## config.mk

```make
export PLATFORM = sky130hd
export DESIGN_NAME = decode_buffer
export DESIGN_NICKNAME = d
export VERILOG_FILES = /design/src/rtl/decode_buffer.sv
export SDC_FILE = /design/constraint.sdc
export NUM_CORES = 1
export LEC_CHECK = 0
export ABC_AREA = 1
export BUFFER_PORTS_ARGS = -buffer_cell sky130_fd_sc_hd__buf_2
export CAP_MARGIN = 10
export CORE_AREA = 2 2 241 243
export CTS_CLUSTER_SIZE = 25
export DETAILED_ROUTE_END_ITERATION = 8
export DIE_AREA = 0 0 243 245
export PLACE_DENSITY = 0.69
export RECOVER_POWER = 25
export SKIP_CTS_REPAIR_TIMING = 1
export SYNTH_ARGS = -nofsm -noshare
export SYNTH_HDL_FRONTEND = slang
export SYNTH_SLANG_ARGS = --single-unit
```

## constraint.sdc

```tcl
create_clock -name clk -period 6.4 [get_ports clk]
set_clock_uncertainty 0.15 [all_clocks]
set_input_delay 0.32 -clock clk [delete_from_list [all_inputs] [get_ports clk]]
set_output_delay 0.32 -clock clk [all_outputs]
set_load 0.005 [all_outputs]
```

## src/rtl/decode_buffer.sv

```systemverilog
// decode_buffer: circular instruction buffer between fetch and rename.
// Accepts one instruction per cycle and presents up to DEQ_WIDTH of the
// oldest entries as pre-decoded lanes. Lane outputs depend only on
// registered storage and pointers, never on enq_* or deq_ready.
module decode_buffer #(
  parameter int DEPTH     = 8,
  parameter int DEQ_WIDTH = 2
) (
  input  logic                       clk,
  input  logic                       rst,
  input  logic                       flush,
  input  logic                       enq_valid,
  output logic                       enq_ready,
  input  logic [31:0]                enq_pc,
  input  logic [31:0]                enq_inst,
  input  logic                       enq_spec,
  output logic [DEQ_WIDTH-1:0]       deq_valid,
  input  logic                       deq_ready,
  output logic [32*DEQ_WIDTH-1:0]    deq_pc,
  output logic [32*DEQ_WIDTH-1:0]    deq_inst,
  output logic [5*DEQ_WIDTH-1:0]     deq_rs1_arch,
  output logic [5*DEQ_WIDTH-1:0]     deq_rs2_arch,
  output logic [5*DEQ_WIDTH-1:0]     deq_rd_arch,
  output logic [32*DEQ_WIDTH-1:0]    deq_imm,
  output logic [DEQ_WIDTH-1:0]       deq_regf_we,
  output logic [DEQ_WIDTH-1:0]       deq_spec,
  output logic [DEQ_WIDTH-1:0]       deq_illegal,
  output logic [$clog2(DEPTH):0]     count
);

  localparam int PTR_W = $clog2(DEPTH);
  localparam int CNT_W = PTR_W + 1;

  localparam logic [6:0] OP_LUI    = 7'b0110111;
  localparam logic [6:0] OP_AUIPC  = 7'b0010111;
  localparam logic [6:0] OP_JAL    = 7'b1101111;
  localparam logic [6:0] OP_JALR   = 7'b1100111;
  localparam logic [6:0] OP_BR     = 7'b1100011;
  localparam logic [6:0] OP_LOAD   = 7'b0000011;
  localparam logic [6:0] OP_STORE  = 7'b0100011;
  localparam logic [6:0] OP_OP_IMM = 7'b0010011;
  localparam logic [6:0] OP_OP_REG = 7'b0110011;

  logic [PTR_W-1:0] head;
  logic [PTR_W-1:0] tail;
  logic [CNT_W-1:0] n_avail;
  logic [CNT_W-1:0] deq_n;
  logic             enq_fire;

  logic [31:0] pc_mem   [DEPTH];
  logic [31:0] inst_mem [DEPTH];
  logic        spec_mem [DEPTH];

  // True for the nine opcodes the rename stage understands.
  function automatic logic legal_op(input logic [6:0] op);
    case (op)
      OP_LUI, OP_AUIPC, OP_JAL, OP_JALR, OP_BR,
      OP_LOAD, OP_STORE, OP_OP_IMM, OP_OP_REG: legal_op = 1'b1;
      default:                                 legal_op = 1'b0;
    endcase
  endfunction

  // Immediate selection and sign extension by instruction format.
  function automatic logic signed [31:0] imm_of(input logic [31:0] w);
    case (w[6:0])
      OP_LUI, OP_AUIPC:
        imm_of = signed'({w[31:12], 12'b0});
      OP_JAL:
        imm_of = signed'({{12{w[31]}}, w[19:12], w[20], w[30:21], 1'b0});
      OP_JALR, OP_LOAD, OP_OP_IMM:
        imm_of = signed'({{21{w[31]}}, w[30:20]});
      OP_BR:
        imm_of = signed'({{20{w[31]}}, w[7], w[30:25], w[11:8], 1'b0});
      OP_STORE:
        imm_of = signed'({{21{w[31]}}, w[30:25], w[11:7]});
      default:
        imm_of = '0;
    endcase
  endfunction

  // Register-file write enable: legal writers with a nonzero destination.
  function automatic logic writes_rf(input logic [31:0] w);
    writes_rf = legal_op(w[6:0]) && (w[6:0] != OP_BR) &&
                (w[6:0] != OP_STORE) && (w[11:7] != 5'd0);
  endfunction

  // enq_ready looks only at rst and registered occupancy, so a full buffer
  // never accepts even when the consumer drains in the same cycle.
  assign enq_ready = !rst && (count != CNT_W'(DEPTH));
  assign enq_fire  = enq_valid && enq_ready && !flush;
  assign n_avail   = (count < CNT_W'(DEQ_WIDTH)) ? count : CNT_W'(DEQ_WIDTH);
  assign deq_n     = (deq_ready && !flush) ? n_avail : '0;

  // Pointer and occupancy update; rst beats flush, flush beats traffic.
  always_ff @(posedge clk) begin
    if (rst || flush) begin
      head  <= '0;
      tail  <= '0;
      count <= '0;
    end else begin
      if (enq_fire) begin
        tail <= tail + PTR_W'(1);
      end
      head  <= head + deq_n[PTR_W-1:0];
      count <= count + CNT_W'(enq_fire) - deq_n;
    end
  end

  // Entry storage write at tail; contents are meaningful only while occupied.
  always_ff @(posedge clk) begin
    if (enq_fire) begin
      pc_mem[tail]   <= enq_pc;
      inst_mem[tail] <= enq_inst;
      spec_mem[tail] <= enq_spec;
    end
  end

  // Lane read-out and decode from the oldest entries; invalid lanes drive zero.
  always_comb begin
    deq_valid    = '0;
    deq_pc       = '0;
    deq_inst     = '0;
    deq_rs1_arch = '0;
    deq_rs2_arch = '0;
    deq_rd_arch  = '0;
    deq_imm      = '0;
    deq_regf_we  = '0;
    deq_spec     = '0;
    deq_illegal  = '0;
    for (int i = 0; i < DEQ_WIDTH; i++) begin
      if (CNT_W'(i) < n_avail) begin
        deq_valid[i]          = 1'b1;
        deq_pc[32*i +: 32]    = pc_mem[head + PTR_W'(i)];
        deq_inst[32*i +: 32]  = inst_mem[head + PTR_W'(i)];
        deq_rs1_arch[5*i +: 5] = inst_mem[head + PTR_W'(i)][19:15];
        deq_rs2_arch[5*i +: 5] = inst_mem[head + PTR_W'(i)][24:20];
        deq_rd_arch[5*i +: 5]  = inst_mem[head + PTR_W'(i)][11:7];
        deq_imm[32*i +: 32]   = imm_of(inst_mem[head + PTR_W'(i)]);
        deq_regf_we[i]        = writes_rf(inst_mem[head + PTR_W'(i)]);
        deq_spec[i]           = spec_mem[head + PTR_W'(i)];
        deq_illegal[i]        = !legal_op(inst_mem[head + PTR_W'(i)][6:0]);
      end
    end
  end

endmodule

```

==> results of run 1 <==
[state kept, by name, summed over array words and instances (netlist names)]
signal    count
count         4
head          3
inst_mem    256
pc_mem      256
spec_mem      8
tail          3
[cell type report]
type | count | share of cell area
inverter | 254 | 0.03043
timing repair buffer | 406 | 0.07634
antenna | 1 | 0.00007821
multi-input combinational | 2025 | 0.3148
sequential | 530 | 0.4946
clock inverter | 36 | 0.01001
clock buffer | 62 | 0.04384
tap | 765 | 0.02992
[cells in the final DEF, fill, tap and decap left out, types with 12 or more instances in the layout]
master           n
a21oi_1        161
a311oi_1        32
buf_2          262
buf_4           31
clkbuf_1        49
clkbuf_16       55
clkinv_1        15
clkinv_2        12
dlygate4sd3_1   68
edfxtp_1       520
inv_1          244
nand2_1        548
nand3_1        163
nand4_1         26
nor2_1         432
nor2_4          12
nor3_1          41
o21ai_0        375
o21ai_1         66
o221a_1         20
o221a_2         76
[cell families after synthesis]
| group | count (synthesis) | synth area share |
|---|---|---|
| AOI/OAI and AO/OA | 757 | 0.1632 |
| xor gates and xnor gates | 4 | 0.001916 |
| adders and majority gates | 13 | 0.006325 |
| buffers and inverters | 508 | 0.08173 |
| DFF | 530 | 0.5630 |
| and+or+nand+nor | 1251 | 0.1838 |
[metal layers]
metal  track usage  wire length (um)
met1        0.3612             33900
met2        0.4824             42280
met3       0.04964              8559
met4        0.1133              2627
met5             0                13
[worst paths after layout]
check | from | to | slack [ps] | depth (start not counted)
setup / recovery | head[0] | deq_pc[16] | 1290 | 6
setup reg to reg | count[2] | inst_mem[3][24] | 2840 | 10
hold / removal | rst | head[0] | 2 | 4
hold reg to reg | tail[2] | tail[2] | 380 | 2
[stage by stage]
step | total power (uW) | instances
2_1_floorplan | 4116 | 3063
3_3_place_gp | 4313 | 3912
3_5_place_dp | 4321 | 3912
4_1_cts | 7407 | 4010
5_1_grt | 7617 | 4078
6_report | 7407 | 4079
[worst max-delay path: cells and delay by family (launching register included)]
family	cells	cell delay [ps]
compound gates	3	1170
buf+inv	3	1980
flops	1	730
[power by group through the flow]
stage | registers [uW] | logic [uW] | clock network (uW)
floorplan | 3910 | 203 | 0
global placement | 3910 | 402 | 0
detailed placement | 3910 | 409 | 0
CTS | 3840 | 411 | 3160
global route | 3840 | 483 | 3300
finish | 3840 | 448 | 3120
==> metrics.yaml, run 1 <==
status: "finished clean"
num_io_pins: 305
max_slew_margin: 0.1727
cts_buffers: 54
yosys_most_used_dff: "edfxtp_1"
start_util: 0.4925
fp.coreArea_um2: 57030
cts_root_buf: "clkbuf_16"
cp.arrival_ps: 4640
p_comb_frac: 0.060
power_density_nw_per_um2: 231.5
nNetsFinal: 3354
seq_area_um2: 15820
rsz0062_at_grt: "false"
dieHeight_um: 245
via_per_inst: 5.932
grt.overflow.total: 0
post-route-drc-count: 0
crit_slowest_cell: "buf_4"
clk_pin_slew_worst_paths_ps: 60
grt_pass1_wl_um: 130400
dr.pass1.iters: 6
die_x_um: 243
drive_gt1_frac: 0.1530
track_usage: 0.2837
synth_seq_area_share: 0.5630
grt_pass1_vias: 23026
syn2layout_area_growth_pct: 13.90
dpl_cell_area_um2: 29640
slew_viol_final: 0
switching_share: 0.2196
die_area_um2: 59540
netlist_area_um2: 28090
syn_inst: 3063
multiInputGateArea_um2: 10070
wl_um: 87380
cts_tree: "yes"
p_leak_uw: 0.01303
peakVddDrop_mv: 0.2075
crit_type: "reg -> out"
worstSkewPairLatency_ps: 600
syn-mean-instance-area_um2: 9.171
synth_top_cells_by_area: "edfxtp_1, nand2_1, o21ai_0, nor2_1, inv_1"
setup_viol: 0
crit_path_start_kind: "flop"
fin_ws_ps: 1289
crit_required_ps: 5930
synthArstFlopShare: 0
synth.top_cell.area_share: 0.5559
drtIter0Drc: 2806
fmax_mhz: 195.6
hpwl_um: 51730
yosysWarnings: 0
setup.worst_path.end_class: "output port"
synth-seq-cells: 530
tightest_slew_ps: 1241
pre_cts_ws_ps: 1972
wl_per_cell_um: 21.42
fillers: 4972
setup_tns_ps: 0
fin_crit_sh: 0.7986
p_int_uw: 5780
cts_buffer_depth: 3
pwr-share-seq: 0.518
synth_cell_type_count: 42
final_core_util: 0.5610
p_sw_uw: 1626
rows: 88
whs_ps: 2.417
clkPwrFrac: 0.421
dr_total_vias: 24196
synth_edf_count: 520
fin_crit_ps: 5111
worst_path_largest_cell_delay_ps: 1050
antenna_found_initial: 3
drv_cap: 0
globalplace.congestion: 0.9556
cts_max_level: 2
design_area_um2: 31990
worstPathCellList: "buf_12 -> buf_4 -> o21ai_0 -> o221a_2 -> a311oi_1 -> buf_2"
clock_sinks: 530
ant_nets: 0
grt_start_max_net_pins: 255
holdCritPathClass: "in -> reg"
numPortBuffers: 304
synth_area_leader_cell: "edfxtp_1"
yosysMostFrequentCell: "nand2_1"
synth_common_cells: "nand2_1, edfxtp_1, nor2_1"
hold_viol: 0
synth_nets: 3146
crit_path_max_fanout: 254
(Power assumes the default switching activity.)
==> inputs of run 2 (changes only) <==
--- a/config.mk
+++ b/config.mk
@@ -5,14 +5,14 @@
 export SDC_FILE = /design/constraint.sdc
 export NUM_CORES = 1
 export LEC_CHECK = 0
-export ABC_AREA = 1
+export ABC_AREA = 0
 export BUFFER_PORTS_ARGS = -buffer_cell sky130_fd_sc_hd__buf_2
 export CAP_MARGIN = 10
-export CORE_AREA = 2 2 241 243
+export CORE_AREA = 2 2 232 234
 export CTS_CLUSTER_SIZE = 25
 export DETAILED_ROUTE_END_ITERATION = 8
-export DIE_AREA = 0 0 243 245
-export PLACE_DENSITY = 0.69
+export DIE_AREA = 0 0 234 236
+export PLACE_DENSITY = 0.7
 export RECOVER_POWER = 25
 export SKIP_CTS_REPAIR_TIMING = 1
 export SYNTH_ARGS = -nofsm -noshare
==> constraint.sdc (replaced) <==
create_clock -name clk -period 5.1 [get_ports clk]
set_clock_uncertainty 0.15 [all_clocks]
set_input_delay 0.255 -clock clk [delete_from_list [all_inputs] [get_ports clk]]
set_output_delay 0.255 -clock clk [all_outputs]
set_load 0.005 [all_outputs]
==> run 2 against run 1 <==
Clock-buffer cell count is 7 higher. Highest routed layer unchanged. Combinational power is 6.3% higher. Non-clock buffer count is 5 higher. Via count is 32% lower. Critical path depth is 2 higher. Design area is 4.3% lower. Largest power group unchanged. Global-route usage is 2.8 points lower. Critical endpoint is now deq_imm[48]. Synthesized cell count is 48% lower. Routed wire length is 19% lower. Total power is 22% higher. First-iteration DRC count is 52% lower. Register-to-register slack worse by 1200 ps.
==> metrics.yaml, run 2 <==
status: "finished clean"  # unchanged
drtIter0Drc: 1344  # was 2,806
globalplace.congestion: 0.9284  # was 0.9556
cp.arrival_ps: 4300  # was 4640 ps
drv_cap: 0  # unchanged
worstHoldPathCells: 4  # unchanged
p_total_uw: 9022  # was 7407 uW
grt_pass1_wl_um: 103800  # was 130,400 um
cts_root_buf: "clkbuf_16"  # unchanged
crit_top_cell: "a31oi_2"
fp.coreArea_um2: 53070  # was 57,030 um^2
setup.worst_path.end_class: "output port"  # unchanged
final_cell_mix: "edfxtp_1, buf_2, mux4_2"  # was nand2_1, edfxtp_1, nor2_1
cts_max_level: 2  # unchanged
fmax_mhz: 212.3
synth.top_cell.area_share: 0.5961  # was 0.5559
wl_per_cell_um: 26.39  # was 21.42 um
dr.pass1.iters: 5  # was 6
crit_type: "reg -> out"  # unchanged
crit_path_start_kind: "flop"  # unchanged
die_x_um: 234  # was 243 um
hold_viol: 0  # unchanged
synthArstFlopShare: 0  # unchanged
rows: 85  # was 88
dr_total_vias: 16420  # was 24,196
timing.rr.start: "count[2]"  # unchanged
start_util: 0.4936  # was 0.4925
synth_cell_type_count: 65  # was 42
synth_edf_count: 520  # unchanged
crit_path_max_fanout: 65  # was 254
syn2layout_area_growth_pct: 16.86  # was 13.90%
nNetsFinal: 2017  # was 3,354
fillers: 4091  # was 4,972
crit_slowest_cell: "buf_4"  # unchanged
drive_gt1_frac: 0.3446  # was 0.1530
cts_tree: "yes"  # unchanged
syn_inst: 1605  # was 3,063
yosysWarnings: 0  # unchanged
yosysMostFrequentCell: "edfxtp_1"  # was nand2_1
crit_buf_inv: 2  # was 3
r2r_end: "inst_mem[6][11]"  # was inst_mem[3][24]
clock_sinks: 530  # unchanged
ant_nets: 0  # unchanged
grt_start_max_net_pins: 122  # was 255
peakVddDrop_mv: 0.2950  # was 0.2075 mV
p_leak_uw: 0.01041  # was 0.01303 uW
numPortBuffers: 304  # unchanged
fin_crit_ps: 4710
antenna_found_initial: 5  # was 3
holdCritPathClass: "in -> reg"  # unchanged
grt_pass1_vias: 16322  # was 23,026
hpwl_um: 42710  # was 51,730 um
final_common_cell: "edfxtp_1"  # was nand2_1
synth_nets: 1688  # was 3,146
cpLargestDelayFamily: "compound AO/OA/AOI/OAI gates"  # was buffers and inverters
yosys_most_used_dff: "edfxtp_1"  # unchanged
hp-start: "enq_valid"  # was rst
dieHeight_um: 236  # was 245 um
rr_worst_depth: 7  # was 10
synth_seq_area_share: 0.6037  # was 0.5630
crit_required_ps: 4700  # was 5930 ps
via_per_inst: 6.127  # was 5.932
clk_pin_slew_worst_paths_ps: 60  # about the same
synth_common_cells: "edfxtp_1, mux4_2, nand2_1"  # was nand2_1, edfxtp_1, nor2_1
wl_um: 70720  # was 87,380 um
reg_top3: "inst_mem x256, pc_mem x256, spec_mem x8"  # unchanged
post-route-drc-count: 0  # unchanged
worstSkewPairLatency_ps: 590  # was 600 ps
syn-mean-instance-area_um2: 16.32  # was 9.171 um^2
grt.overflow.total: 0  # unchanged
synth-seq-cells: 530  # unchanged
rsz0062_at_grt: "false"  # unchanged
whs_endpoint: "tail[0]"  # was head[0]
fin_crit_sh: 0.9234
worst_path_largest_cell_delay_ps: 810  # was 1050 ps
max_slew_margin: 0.2562  # was 0.1727
tightest_slew_ps: 1085  # was 1241 ps
cts_buffers: 54  # unchanged
power_density_nw_per_um2: 294.7  # was 231.5 nW/um^2
reg2reg_setup_slack_ps: 1690  # was 2840 ps
setup_viol: 0  # unchanged
setup_tns_ps: 0  # unchanged
synth_area_leader_cell: "edfxtp_1"  # unchanged
slew_viol_final: 0  # unchanged
synth_top_cells_by_area: "edfxtp_1, mux4_2, nand2_1, a21oi_1, mux2i_1"  # was edfxtp_1, nand2_1, o21ai_0, nor2_1, inv_1
netlist_area_um2: 26200  # was 28,090 um^2
worstPathCellList: "buf_4 -> mux4_2 -> and3_1 -> a31oi_2 -> nor4_4 -> a31oi_2 -> o21ai_0 -> buf_2"  # was buf_12 -> buf_4 -> o21ai_0 -> o221a_2 -> a311oi_1 -> buf_2
num_io_pins: 305  # unchanged
die_area_um2: 55220  # was 59,540 um^2
track_usage: 0.2558  # was 0.2837
cts_buffer_depth: 3  # unchanged
==> run 2: layer usage <==
layer,GRT usage,vias to the layer above,routed length [um]
li1,-,7002,-
met1,0.3351,8522,27710
met2,0.4161,746,34900
met3,0.06504,148,5723
met4,0.09033,2,2377
met5,0,-,7
==> run 2: worst max path at each step <==
stage          startpoint              to  slack (ps)  depth (start not counted)
2_1_floorplan    count[2]  inst_mem[6][0]         330                          6
3_3_place_gp      head[0]     deq_imm[47]        1100                          8
3_5_place_dp      head[0]     deq_imm[48]        1000                          8
4_1_cts           head[0]     deq_imm[48]         350                          8
5_1_grt           head[0]     deq_imm[45]          80                          8
6_report          head[0]     deq_imm[48]         390                          8
==> run 2: stage by stage <==
step	cell area, um^2	hold slack, ps	utilization	worst slack (ps)	std cells
after global routing	30610	37.10	0.5767	82.64	2678
after CTS	29970	-265.2	0.5648	354.1	2607
final	30610	45.51	0.5768	390.5	2680
after detailed placement	28320	375.0	0.5337	999.0	2506
after global placement	28320	365.6	0.5337	1097	2506
after floorplan	26210	203.9	-	329.0	1605
==> run 2: report_power, final <==
| group | switching, uW | total [uW] | internal, uW |
|---|---|---|---|
| Combinational | 293 | 476 | 183 |
| Sequential | 12.3 | 4820 | 4810 |
| Clock | 1610 | 3730 | 2120 |
| Total | 1910 | 9020 | 7110 |
==> run 2: area by class of cell <==
| class | count | area [um^2] | share of cell area |
|---|---|---|---|
| sequential | 530 | 15820 | 0.5169 |
| antenna | 5 | 12.51 | 0.0004087 |
| tap | 696 | 870.8 | 0.02845 |
| timing repair buffer | 411 | 2554 | 0.08342 |
| inverter | 34 | 127.6 | 0.004169 |
| clock buffer | 69 | 1429 | 0.04668 |
| clock inverter | 32 | 221.5 | 0.007235 |
| multi-input combinational | 903 | 9573 | 0.3127 |
==> run 2: cell families (layout without fill, tap and decap cells) <==
family | Yosys count | count (layout) | synth area share
adder cells (fa/ha/maj) | 13 | 13 | 0.006782
AO/OA/AOI/OAI | 164 | 164 | 0.04041
other | 0 | 5 | 0
flip-flops | 530 | 530 | 0.6037
XOR/XNOR | 8 | 8 | 0.002674
multiplexers | 312 | 312 | 0.2430
buffers and inverters | 172 | 546 | 0.03554
AND/OR/NAND/NOR | 406 | 406 | 0.06792
==> run 2: worst min-delay path: cells and delay by family <==
family,cells,cell delay (ps)
buf+inv,1,80
simple gates,2,220
xor+xnor,1,180
==> inputs of run 3 (changes only) <==
--- a/config.mk
+++ b/config.mk
@@ -8,11 +8,11 @@
 export ABC_AREA = 0
 export BUFFER_PORTS_ARGS = -buffer_cell sky130_fd_sc_hd__buf_2
 export CAP_MARGIN = 10
-export CORE_AREA = 2 2 232 234
+export CORE_AREA = 2 2 268 204
 export CTS_CLUSTER_SIZE = 25
 export DETAILED_ROUTE_END_ITERATION = 8
-export DIE_AREA = 0 0 234 236
-export PLACE_DENSITY = 0.7
+export DIE_AREA = 0 0 270 206
+export PLACE_DENSITY = 0.69
 export RECOVER_POWER = 25
 export SKIP_CTS_REPAIR_TIMING = 1
 export SYNTH_ARGS = -nofsm -noshare
==> run 3 against run 2 <==
Cell count rose by 0.49%. Register-to-register slack improved by 60 ps. Clock-buffer cell count fell by 10. Die area is 0.72% higher. Flip-flop and latch count unchanged. Clock power increased by 3%. First-iteration DRC count up 23%. Total power grew 1.2%. Combinational power hardly changed. Worst setup slack lost 110 ps. Via count down 0.12%. Critical path depth unchanged. Critical path type unchanged. Largest cell class unchanged. Highest routed layer unchanged.
==> metrics.yaml, run 3 (synthesized netlist as in run 2, its figures left out) <==
status: "finished clean"  # unchanged
p_total_uw: 9130  # was 9022 uW
fp.coreArea_um2: 53420  # was 53,070 um^2
clk_pin_slew_worst_paths_ps: 60  # about the same
drtIter0Drc: 1654  # was 1,344
via_per_inst: 6.090  # was 6.127
r2r_end: "pc_mem[2][7]"  # was inst_mem[6][11]
tightest_slew_ps: 1074  # was 1085 ps
drv_cap: 0  # unchanged
globalplace.congestion: 0.9144  # was 0.9284
nNetsFinal: 2012  # was 2,017
grt_start_max_net_pins: 142  # was 122
dr_total_vias: 16400  # was 16,420
setup_viol: 0  # unchanged
hp-start: "enq_valid"  # unchanged
peakVddDrop_mv: 0.2816  # was 0.2950 mV
crit_path_start_kind: "flop"  # unchanged
setup.worst_path.end_class: "output port"  # unchanged
power_density_nw_per_um2: 298.0  # was 294.7 nW/um^2
worstSkewPairLatency_ps: 580  # was 590 ps
die_area_um2: 55620  # was 55,220 um^2
drive_gt1_frac: 0.3447  # was 0.3446
rr_worst_depth: 7  # unchanged
wl_um: 70030  # was 70,720 um
hpwl_um: 42450  # was 42,710 um
die_x_um: 270  # was 234 um
cts_root_buf: "clkbuf_16"  # unchanged
whs_endpoint: "tail[1]"  # was tail[0]
fin_crit_sh: 0.9446  # was 0.9234
wl_per_cell_um: 26.00  # was 26.39 um
p_leak_uw: 0.01040  # was 0.01041 uW
setup_tns_ps: 0  # unchanged
cts_max_level: 2  # unchanged
ant_nets: 0  # unchanged
holdCritPathClass: "in -> reg"  # unchanged
crit_type: "reg -> out"  # unchanged
syn2layout_area_growth_pct: 16.97  # was 16.86%
numPortBuffers: 304  # unchanged
grt_pass1_wl_um: 102500  # was 103,800 um
rsz0062_at_grt: "false"  # unchanged
crit_required_ps: 4700  # about the same
timing.rr.start: "count[2]"  # unchanged
cts_buffers: 52  # was 54
max_slew_margin: 0.2837  # was 0.2562
cts_buffer_depth: 3  # unchanged
reg2reg_setup_slack_ps: 1750  # was 1690 ps
grt_pass1_vias: 15866  # was 16,322
grt.overflow.total: 0  # unchanged
num_io_pins: 305  # unchanged
rows: 74  # was 85
fmax_mhz: 207.6  # was 212.3 MHz
post-route-drc-count: 0  # unchanged
use_met2: 0.4048  # was 0.4161
antenna_found_initial: 5  # unchanged
fin_crit_ps: 4817  # was 4710 ps
slew_viol_final: 0  # unchanged
top_usage_layer: "met2"  # unchanged
grtUsageMet1: 0.3471  # was 0.3351
cp.arrival_ps: 4410  # was 4300 ps
hold_viol: 0  # unchanged
clock_sinks: 530  # unchanged
dieHeight_um: 206  # was 236 um
worstHoldPathCells: 4  # unchanged
grt_use_met3: 0.04938  # was 0.06504
fillers: 4180  # was 4,091
track_usage: 0.2496  # was 0.2558
final_cell_mix: "edfxtp_1, buf_2, mux4_2"  # unchanged
cts_tree: "yes"  # unchanged
start_util: 0.4904  # was 0.4936
dr.pass1.iters: 6  # was 5
reg_top3: "inst_mem x256, pc_mem x256, spec_mem x8"  # unchanged
crit_path_max_fanout: 50  # was 65
final_common_cell: "edfxtp_1"  # unchanged
==> run 3: cell count changes in the layout (fill, tap and decap cells not counted), sizes merged <==
cell and delta:
clkinvlp +2, inv -2, clkbuf -9, bufinv +3, clkinv +1, buf -4, diode -4
==> run 3: where the power goes <==
part           internal (uW)  switching, uW  total, uW
Clock                   2220           1620       3840
Sequential              4800           12.0       4820
Combinational            183            292        475
Total                   7210           1920       9130
==> run 3: final cells by class <==
class	instances	area (um^2)	area share
flip-flops and latches	530	15820	0.5164
multi-input cells	903	9573	0.3124
repair buffers	408	2512	0.08200
clock buffers	59	1370	0.04471
well taps	722	903.4	0.02948
clock inverters	36	326.6	0.01066
inverters	34	128.9	0.004206
diodes	1	2.502	0.00008167
==> run 3: critical path: stages (launching register included) <==
cell and delay, ps:
dfxtp_4 610, buf_6 520, mux4_2 590, mux2i_2 450
nor2b_1 150, a2111o_1 540, nand2b_1 520, a21oi_1 280
buf_2 140
==> run 3: routing by layer <==
metal,share of wire,vias up,routed length (um)
met5,0.00067,-,47
met4,0.023,8,1584
met3,0.088,108,6134
met2,0.48,789,33700
met1,0.41,8500,28560
li1,-,6995,-
==> run 3: how the worst max path moves through the flow <==
stage               cells past startpoint     start             end  slack [ps]
finish                                  8   head[0]     deq_imm[22]         280
global route                            8   head[0]     deq_imm[29]          40
global placement                        8   head[1]     deq_imm[24]         710
floorplan                               6  count[2]  inst_mem[6][0]         330
CTS                                     8   head[0]     deq_imm[22]          30
detailed placement                      8   head[0]     deq_imm[22]         670
==> run 3: per-stage QoR <==
stage | setup slack, ps | utilization | hold WS (ps) | cells | cell area (um^2)
finish | 282.8 | 0.5735 | 31.12 | 2693 | 30640
global route | 35.23 | 0.5735 | 106.7 | 2693 | 30640
CTS | 32.25 | 0.5611 | -269.3 | 2622 | 29980
detailed placement | 674.6 | 0.5294 | 375.9 | 2527 | 28280
global placement | 711.6 | 0.5294 | 369.0 | 2527 | 28280
floorplan | 329.0 | - | 203.9 | 1605 | 26210
